`src/rtl/control_pkg.sv`:
```
// Shared opcode/state encodings, default field widths and decode helpers for the sequenced control unit.
package control_pkg;

    localparam int OP_W_DEF    = 6;
    localparam int INSTR_W_DEF = 32;
    localparam int REG_AW_DEF  = 3;
    localparam int IMM_W_DEF   = 8;

    typedef enum logic [OP_W_DEF-1:0] {
        OP_ADD    = OP_W_DEF'(1),
        OP_SUB    = OP_W_DEF'(2),
        OP_MOV    = OP_W_DEF'(3),
        OP_DIV    = OP_W_DEF'(4),
        OP_MUL    = OP_W_DEF'(5),
        OP_AND    = OP_W_DEF'(6),
        OP_OR     = OP_W_DEF'(7),
        OP_STR_DM = OP_W_DEF'(8),
        OP_LDR_DM = OP_W_DEF'(9),
        OP_STR_IM = OP_W_DEF'(10),
        OP_LDR_IM = OP_W_DEF'(11)
    } opcode_e;

    typedef enum logic [1:0] {
        IDLE,
        ISSUE,
        BUSY
    } state_e;

    typedef struct packed {
        logic [OP_W_DEF-1:0]   op;
        logic [REG_AW_DEF-1:0] rd;
        logic [REG_AW_DEF-1:0] r1;
        logic [REG_AW_DEF-1:0] r2;
        logic [IMM_W_DEF-1:0]  i1;
        logic [IMM_W_DEF-1:0]  i2;
    } decode_t;

    function automatic logic is_legal(input logic [OP_W_DEF-1:0] op);
        return (op >= OP_ADD) && (op <= OP_LDR_IM);
    endfunction

    function automatic logic is_alu(input logic [OP_W_DEF-1:0] op);
        return (op == OP_ADD) || (op == OP_SUB) || (op == OP_DIV) ||
               (op == OP_MUL) || (op == OP_AND) || (op == OP_OR);
    endfunction

    // Register-file result writes: every ALU op plus the data-memory load.
    function automatic logic writes_rf(input logic [OP_W_DEF-1:0] op);
        return is_alu(op) || (op == OP_LDR_DM);
    endfunction

endpackage

```
`src/rtl/wrap_counter.sv`:
```
// Pointer that advances on en_i and wraps DEPTH-1 -> 0; wrap_o is a registered pulse on the wrapped value.
// Latency 1 from en_i; no backpressure.
module wrap_counter
    import control_pkg::*;
#(
    parameter int DEPTH = 4,
    parameter int W     = (DEPTH > 1) ? $clog2(DEPTH) : 1
) (
    input  logic         clk_i,
    input  logic         rst_i,
    input  logic         en_i,
    output logic [W-1:0] count_o,
    output logic         wrap_o
);

    logic [W-1:0] count_q;
    logic         wrap_q;

    always_ff @(posedge clk_i or posedge rst_i) begin
        if (rst_i) begin
            count_q <= '0;
            wrap_q  <= 1'b0;
        end else begin
            wrap_q <= 1'b0;
            if (en_i) begin
                if (count_q == W'(DEPTH - 1)) begin
                    count_q <= '0;
                    wrap_q  <= 1'b1;
                end else begin
                    count_q <= count_q + W'(1);
                end
            end
        end
    end

    assign count_o = count_q;
    assign wrap_o  = wrap_q;

endmodule

```
`src/rtl/control_unit_seq.sv`:
```
// Registered decoder: one instruction per valid/ready transfer, fields and one-cycle strobes 1 cycle later.
// Full throughput for single-cycle ops; ready drops while MUL/DIV run, rwe deferred to the last busy cycle.
module control_unit_seq
    import control_pkg::*;
#(
    parameter int OP_W     = OP_W_DEF,
    parameter int INSTR_W  = INSTR_W_DEF,
    parameter int REG_AW   = REG_AW_DEF,
    parameter int IMM_W    = IMM_W_DEF,
    parameter int IM_DEPTH = 65536,
    parameter int MUL_CYC  = 2,
    parameter int DIV_CYC  = 8,
    localparam int PTR_W   = (IM_DEPTH > 1) ? $clog2(IM_DEPTH) : 1
) (
    input  logic               clk_i,
    input  logic               rst_i,
    input  logic               instr_valid_i,
    output logic               instr_ready_o,
    input  logic [INSTR_W-1:0] instr_i,
    output logic [OP_W-1:0]    alu_ctrl_o,
    output logic [REG_AW-1:0]  rd_o,
    output logic [REG_AW-1:0]  r1_o,
    output logic [REG_AW-1:0]  r2_o,
    output logic [IMM_W-1:0]   i1_o,
    output logic [IMM_W-1:0]   i2_o,
    output logic               rwe_o,
    output logic               rwe_imm_o,
    output logic               dm_we_o,
    output logic               im_re_o,
    output logic               im_we_o,
    output logic [PTR_W-1:0]   im_raddr_o,
    output logic [PTR_W-1:0]   im_waddr_o,
    output logic               frame_done_o,
    output logic               illegal_o
);

    localparam int CYC_MAX = (MUL_CYC > DIV_CYC) ? MUL_CYC : DIV_CYC;
    localparam int CNT_W   = $clog2(CYC_MAX + 1);

    decode_t            dec;
    logic               accept;
    logic               long_op;
    logic [CNT_W-1:0]   op_cnt;
    logic               unused_instr;

    state_e             state_q;
    logic               ready_q;
    logic [CNT_W-1:0]   cnt_q;
    logic [OP_W-1:0]    alu_q;
    decode_t            fld_q;
    logic               rwe_q;
    logic               rwe_imm_q;
    logic               dm_we_q;
    logic               im_re_q;
    logic               im_we_q;
    logic               illegal_q;

    always_comb begin
        dec.op = instr_i[INSTR_W-1 -: OP_W];
        dec.rd = instr_i[INSTR_W-OP_W-1 -: REG_AW];
        dec.r1 = instr_i[INSTR_W-OP_W-REG_AW-1 -: REG_AW];
        dec.r2 = instr_i[INSTR_W-OP_W-2*REG_AW-1 -: REG_AW];
        dec.i1 = instr_i[2*IMM_W-1:IMM_W];
        dec.i2 = instr_i[IMM_W-1:0];
    end

    assign unused_instr = ^instr_i[INSTR_W-OP_W-3*REG_AW-1:2*IMM_W];
    assign accept       = instr_valid_i && ready_q;

    // A 1-cycle MUL/DIV behaves exactly like any other single-cycle op.
    assign long_op = ((dec.op == OP_MUL) && (MUL_CYC > 1)) ||
                     ((dec.op == OP_DIV) && (DIV_CYC > 1));
    assign op_cnt  = (dec.op == OP_MUL) ? CNT_W'(MUL_CYC - 1) : CNT_W'(DIV_CYC - 1);

    always_ff @(posedge clk_i or posedge rst_i) begin
        if (rst_i) begin
            state_q   <= IDLE;
            ready_q   <= 1'b1;
            cnt_q     <= '0;
            alu_q     <= '0;
            fld_q     <= '0;
            rwe_q     <= 1'b0;
            rwe_imm_q <= 1'b0;
            dm_we_q   <= 1'b0;
            im_re_q   <= 1'b0;
            im_we_q   <= 1'b0;
            illegal_q <= 1'b0;
        end else begin
            rwe_q     <= 1'b0;
            rwe_imm_q <= 1'b0;
            dm_we_q   <= 1'b0;
            im_re_q   <= 1'b0;
            im_we_q   <= 1'b0;
            illegal_q <= 1'b0;
            case (state_q)
                IDLE, ISSUE: begin
                    if (accept) begin
                        fld_q <= dec;
                        if (!is_legal(dec.op)) begin
                            alu_q     <= '0;
                            illegal_q <= 1'b1;
                            state_q   <= IDLE;
                        end else begin
                            alu_q     <= is_alu(dec.op) ? dec.op : '0;
                            rwe_imm_q <= (dec.op == OP_MOV);
                            dm_we_q   <= (dec.op == OP_STR_DM);
                            im_we_q   <= (dec.op == OP_STR_IM);
                            im_re_q   <= (dec.op == OP_LDR_IM);
                            state_q   <= ISSUE;
                            if (long_op) begin
                                ready_q <= 1'b0;
                                cnt_q   <= op_cnt;
                            end else begin
                                rwe_q <= writes_rf(dec.op);
                            end
                        end
                    end else if (!ready_q) begin
                        state_q <= BUSY;
                        cnt_q   <= cnt_q - CNT_W'(1);
                        rwe_q   <= (cnt_q == CNT_W'(1));
                    end else begin
                        state_q <= IDLE;
                    end
                end
                BUSY: begin
                    if (cnt_q == '0) begin
                        state_q <= IDLE;
                        ready_q <= 1'b1;
                    end else begin
                        cnt_q <= cnt_q - CNT_W'(1);
                        rwe_q <= (cnt_q == CNT_W'(1));
                    end
                end
                default: state_q <= IDLE;
            endcase
        end
    end

    wrap_counter #(.DEPTH(IM_DEPTH), .W(PTR_W)) u_rd_ptr (
        .clk_i   (clk_i),
        .rst_i   (rst_i),
        .en_i    (im_re_q),
        .count_o (im_raddr_o),
        .wrap_o  ()
    );

    wrap_counter #(.DEPTH(IM_DEPTH), .W(PTR_W)) u_wr_ptr (
        .clk_i   (clk_i),
        .rst_i   (rst_i),
        .en_i    (im_we_q),
        .count_o (im_waddr_o),
        .wrap_o  (frame_done_o)
    );

    assign instr_ready_o = ready_q;
    assign alu_ctrl_o    = alu_q;
    assign rd_o          = fld_q.rd;
    assign r1_o          = fld_q.r1;
    assign r2_o          = fld_q.r2;
    assign i1_o          = fld_q.i1;
    assign i2_o          = fld_q.i2;
    assign rwe_o         = rwe_q;
    assign rwe_imm_o     = rwe_imm_q;
    assign dm_we_o       = dm_we_q;
    assign im_re_o       = im_re_q;
    assign im_we_o       = im_we_q;
    assign illegal_o     = illegal_q;

endmodule

```
`config.mk`:
```
export PLATFORM = sky130hd
export DESIGN_NAME = control_unit_seq
export DESIGN_NICKNAME = d
export VERILOG_FILES = /design/src/rtl/control_pkg.sv /design/src/rtl/wrap_counter.sv /design/src/rtl/control_unit_seq.sv
export SDC_FILE = /design/constraint.sdc
export NUM_CORES = 1
export LEC_CHECK = 0
export ABC_AREA = 1
export BUFFER_PORTS_ARGS = -buffer_cell sky130_fd_sc_hd__buf_2
export CAP_MARGIN = 20
export CORE_ASPECT_RATIO = 1.1
export CORE_MARGIN = 3
export CORE_UTILIZATION = 55
export CTS_CLUSTER_SIZE = 20
export DETAILED_ROUTE_END_ITERATION = 8
export PLACE_DENSITY = 0.83
export REMOVE_ABC_BUFFERS = 1
export SETUP_SLACK_MARGIN = 0.4
export SYNTH_ARGS = -nofsm -noshare
export SYNTH_HDL_FRONTEND = slang
export SYNTH_SLANG_ARGS = --single-unit
```
`constraint.sdc`:
```
create_clock -name clk_i -period 2.9 [get_ports clk_i]
set_input_delay 0 -clock clk_i [delete_from_list [all_inputs] [get_ports clk_i]]
set_output_delay 0 -clock clk_i [all_outputs]
set_load 0.01 [all_outputs]
```
======== Word-level counts from Yosys, hierarchy flattened ========
Index checks and enable logic that the tools add are counted.
word-level totals
  input bits .............................. 35
  flip-flop bits (word level) ............. 77
  output and inout bits ................... 71
cells by class
  equal/unequal tests ..................... 24
  mux-type cells .......................... 44
  add/subtract/negate cells ............... 3
  order comparisons ....................... 2
  reductions and logical operators ........ 16
operators by type and width
  cell                                                                   count
  16-bit by 1-bit adder with 16-bit output, second input constant        2
  16-bit equality test, second input constant                            2
  16-bit 2-to-1 mux                                                      2
  1-bit 2-to-1 mux                                                       27
  6-bit by 3-bit equality test with 1-bit output, second input constant  4
  6-bit by 4-bit equality test with 1-bit output, second input constant  4
  4-bit 2-to-1 mux                                                       5
  6-bit by 2-bit equality test with 1-bit output, second input constant  2
  6-bit 2-to-1 mux                                                       2
  2-bit inequality test, second input constant                           5
  5-bit AND reduction                                                    2
  3-bit inequality test, second input constant                           3
  4-bit one-hot mux with 2 select lines                                  1
  1-bit logical OR                                                       7
  6-bit by 1-bit equality test with 1-bit output, second input constant  1
  6-bit by 1-bit >= comparator with 1-bit output, second input constant  1
  6-bit by 4-bit <= comparator with 1-bit output, second input constant  1
  2-bit 2-to-1 mux                                                       3
  4-bit by 1-bit equality test with 1-bit output, second input constant  1
  4-bit logical NOT                                                      1
  1-bit one-hot mux with 2 select lines                                  2
  2-bit one-hot mux with 2 select lines                                  1
  4-bit by 1-bit subtractor with 4-bit output, second input constant     1
  3-bit 2-to-1 mux                                                       1
  other kinds (7)                                                        8

======== Longest topological paths before layout ========
  depth in word-level cells ............... 11
  mapped depth ............................ 9

======== Cells and area by module ========
Synthesis repeated with hierarchy kept, for this count alone.
unflattened totals
  cell total of the unflattened synthesis .. 488
  area, all modules ....................... 3,806.2 um^2
by module, submodules not included
  module                   times used  cells an instance  area each (um^2)  sequential area each (um^2)
  control_unit_seq         1           242                1,954.4           1,102.3
  wrap_counter (u_rd_ptr)  1           126                933.4             425.4
  wrap_counter (u_wr_ptr)  1           120                918.4             425.4

======== Worst setup path before layout ========
No wires, ideal clock.
  path kind ............................... flip-flop to flip-flop
  start ................................... register ready_q, in the netlist instr_ready_o
  end ..................................... register fld_q (netlist bit i1_o[7])
  clock period less this slack ............ 1.367 ns
  buffers on the path ..................... 2
  path slack .............................. 1.533 ns
  stages on the path, launching flop included .. 8
  data arrival time ....................... 1.251 ns
  cells stage by stage .................... dfstp_2 nand2_1 nor2_4 inv_2 buf_2 buf_4 nand2_1 nand2_1
on the way
  cells in the longest elaborated chain, start to end .. 2
RTL lines
  element                        RTL line                 RTL
  from (decl)                    control_unit_seq.sv:47   logic ready_q;
  from (signal assigned)         control_unit_seq.sv:78   ready_q <= 1'b1;
  from (signal assigned)         control_unit_seq.sv:111  ready_q <= 1'b0;
  from (signal assigned)         control_unit_seq.sv:128  ready_q <= 1'b1;
  1-bit logical AND              control_unit_seq.sv:68   assign accept = instr_valid_i && ready_q;
  2-bit AND reduction (no line)  -
  to (signal assigned)           control_unit_seq.sv:81   fld_q <= '0;
  to (signal assigned)           control_unit_seq.sv:98   fld_q <= dec;
  to (decl)                      control_unit_seq.sv:50   decode_t fld_q;
Every way passes these cells.
A chain may end at the register's enable or synchronous reset.

======== Worst setup path after layout ========
  start ................................... register ready_q, in the netlist instr_ready_o
  end ..................................... register dm_we_q, in the netlist dm_we_o
on the way
  cells in the longest elaborated chain, start to end .. 3
RTL lines
  element               RTL line                 RTL
  1-bit logical AND     control_unit_seq.sv:68
  1-bit 2-to-1 mux      control_unit_seq.sv:97   if (accept) begin
  1-bit 2-to-1 mux      control_unit_seq.sv:95   case (state_q)
  to (signal assigned)  control_unit_seq.sv:106  dm_we_q <= (dec.op == OP_STR_DM);
  to (decl)             control_unit_seq.sv:53   logic dm_we_q;
Every way passes these cells.

==> metrics.md <==
| Metric | Value |
|---|---|
| Highest Clock Rate | `roughly 480 MHz` |
| Clk pwr share | `27.3%` |
| Nets | `~680` |
| Final setup viols | `0` |
| Cell count after synthesis | `500` |
| Multi-input gate area | `between 1500 and 2000 sq um` |
| Design Power | `3.17 mW` |
| CP max FO | `20` |
| PD cells | `~640 nW/um^2` |
| Inserted Clock Buffers | `9` |
| Clock buffer depth | `2` |
| Antenna Violating Nets Remaining | `0` |
| PortBufs | `104` |
| Synthesis-to-layout area growth | `30.2%` |
| Avg WL per Cell | `between 10 and 15 um` |
| Final Critical Period | `2.09 ns` |
| HPWL Detailed | `6.51 mm` |
| Hold WS | `approximately 0.043 ns` |
| Via count | `approximately 3.8k` |
| Core area | `6670 sq um` |
| Non-Filler Instances | `729` |
| Iter 0 DRT Violations | `174` |
| Final count of hold timing violations | `0` |
| Clock-pin slew of the registers on the worst-case setup and hold paths | `0.08 ns` |
| RSZ-0062 raised after global routing | `false` |
| Critical Path Sink Type | `register` |
| Share of the synthesized area in the top cell type | `49.8%` |
| Synth area leader | `dfrtp_1` |
| Register area share after synthesis | `50.5%` |
| Starting Density | `57.3%` |
| Routed vias/inst | `5.20` |
| Post-Route WL | `10.2 mm` |
| Worst skew pair latency | `0.35 ns` |
| First-pass GRT wire length | `17.1 mm` |
| P_int | `a little over 2 mW` |
| 1st-pass router iterations | `5` |
| Die Area | `approximately 8000 sq um` |
| CP Cell Sequence | `nand2_1 > nor2_4 > nand4_1 > nor3_1 > dlygate4sd3_1` |
| Layout cells sized above 1 | `21.9%` |
| Clock sinks | `77` |
| Final Max Slew Viols | `0` |
| CP max-delay cell | `dlygate4sd3_1` |
| Critical path type | `register to register` |
| Num ports | `106` |
| Fin crit share | `72.1%` |
| Seq cells post-synth | `77` |
| Critical path arrival | `2.38 ns` |
| Average size of a mapped cell | `between 7 and 8 sq um` |
| Post-route setup slack | `0.808 ns` |
| Place WS | `between 1 and 1.5 ns` |
| Peak supply drop | `0.490 mV` |
| RePlAce Congestion | `0.866` |
| Vias in the first global route | `3794` |
| FF/Latch Area | `1930 sq um` |
| Yosys warning count | `0` |
| Setup crit start kind | `register` |
| Part of the power in combinational logic | `between 20% and 30%` |
| Leak pwr | `2.81 nW` |
| Post-DP Area | `roughly 4400 sq um` |
| Clk Tree Root Cell | `clkbuf_8` |
| Die W | `85.5 um` |
| DR DRC count | `0` |
| Library cells used by synthesis | `28` |
| Layout Cell Area excl Fill | `4970 sq um` |
| Post-synthesis cell area | `around 3800 sq um` |
| Net Sw Frac | `34.9%` |
| Max_cap viols | `0` |
| Ant diodes | `0` |
| CTS tree | `yes` |
| Rel. slew slack | `44.3%` |
| Fillers | `roughly 500` |
| Slew @ Worst Pin | `0.834 ns` |
| Status | `complete, no violations` |
| Htree depth | `3` |
| Critical Path RT | `3.18 ns` |
| Layout Skew | `0.0136 ns` |
| CP max stage delay | `0.56 ns` |
| Die Ht | `93.4 um` |
| Setup TNS | `0 ns` |
| DP Cell Count | `680` |
| HP Class | `primary input to register` |
| Part of the power in registers | `45.5%` |
| Sw Pwr | `1.11 mW` |
| Antenna violations before repair | `0` |
| Placement row count | `31` |
| Final core utilization | `about 75%` |
| GRT Overall Usage | `between 20% and 30%` |
| Grt ovf | `0` |
| Leading post-synthesis cells by cell area | `dfrtp_1, nand2_1, inv_1` |
| Largest net degree at the start of global routing | `41` |
-- layer usage --
layer	GRT usage, %	vias to the layer above	share of wire (%)
met5	0	-	0
met4	10.6	0	2.7
met3	6.26	29	7.7
met2	46.2	173	50
met1	33.1	1772	40
li1	-	1819	-
-- registers in the layout, indices dropped and copies added, names as in the netlist --
signal,flops
u_rd_ptr.count_o,16
u_wr_ptr.count_o,16
i1_o,8
i2_o,8
alu_ctrl_o,6
cnt_q,4
r1_o,3
r2_o,3
rd_o,3
state_q,2
dm_we_o,1
illegal_o,1
im_re_o,1
im_we_o,1
instr_ready_o,1
rwe_imm_o,1
rwe_o,1
u_wr_ptr.wrap_o,1
-- cells by family after synthesis --
family / synth area share [%]
fa+ha+maj: 1.64
compound gates: 2.10
flops: 50.5
buf+inv: 7.07
xor+xnor: 3.67
simple gates: 35.1
-- final cells by class --
class / instances / share of cell area (%)
inverter: 62 / 4.68
timing repair buffer: 139 / 17.7
tap: 82 / 2.06
multi-input combinational: 353 / 32.6
sequential: 77 / 38.8
clock buffer: 12 / 3.12
clock inverter: 4 / 1.11
-- cell usage after synthesis --
master	n
nor3_2	2
buf_2	3
a21boi_1	1
nand2_2	1
o21bai_1	1
xnor2_1	7
nand3_2	2
nand4_1	12
or2_0	1
nor2_1	54
inv_2	5
or2_2	1
nand3_1	32
a21oi_1	3
inv_1	57
and3_1	1
nor2_4	3
buf_4	1
ha_1	5
nand2_1	195
buf_1	2
nor3_1	8
dfrtp_1	76
nor2_2	5
o21ai_0	10
clkbuf_1	2
xor2_1	9
dfstp_2	1
-- power by group through the flow --
| stage | clock network, mW | logic, mW | registers (mW) |
|---|---|---|---|
| 4_1_cts | 0.877 | 0.845 | 1.43 |
| 6_report | 0.865 | 0.866 | 1.44 |
| 3_5_place_dp | 0 | 0.813 | 1.44 |
| 2_1_floorplan | 0 | 0.389 | 1.52 |
| 5_1_grt | 0.930 | 0.983 | 1.47 |
| 3_3_place_gp | 0 | 0.772 | 1.44 |
-- worst paths after layout --
kind / from / endpoint / slack (ns) / depth (start not counted)
setup / recovery: instr_ready_o / dm_we_o / 0.81 / 5
hold / removal: instr_i[30] / im_we_o / 0.04 / 4
setup reg to reg: instr_ready_o / dm_we_o / 0.81 / 5
hold reg to reg: i2_o[7] / i2_o[7] / 0.47 / 2
max in group asynchronous: rst_i / instr_ready_o / 1.78 / 4
min in group asynchronous: rst_i / u_wr_ptr.count_o[12] / 0.35 / 3
-- placed cells by master, fill, tap and decap left out, types with 2 or more instances in the layout --
cell | synthesis | layout
xnor2_1 | 7 | 7
nand4_1 | 12 | 12
inv_2 | 5 | 6
buf_2 | 3 | 104
nand3_1 | 32 | 32
dfrtp_1 | 76 | 76
inv_1 | 57 | 56
nor3_1 | 8 | 8
nor3_2 | 2 | 2
clkbuf_8 | 0 | 11
xor2_1 | 9 | 9
nand2_1 | 195 | 195
nor2_1 | 54 | 54
nor2_4 | 3 | 3
dlygate4sd3_1 | 0 | 33
a21oi_1 | 3 | 3
o21ai_0 | 10 | 10
ha_1 | 5 | 5
nand3_2 | 2 | 2
nor2_2 | 5 | 5
-- worst max-delay path, delay by kind of cell, from the launching register on --
family	cells	cell delay [ns]
and+or+nand+nor	4	0.91
DFF	1	0.55
buffers and inverters	1	0.56
-- timing repair --
action	in CTS	in global routing
setup endpoints to repair	0	0
resized for setup	0	0
hold buffers	33	0
hold endpoints to repair	68	0
setup buffers	0	0
No activity file was read; power rests on OpenSTA's default activity.
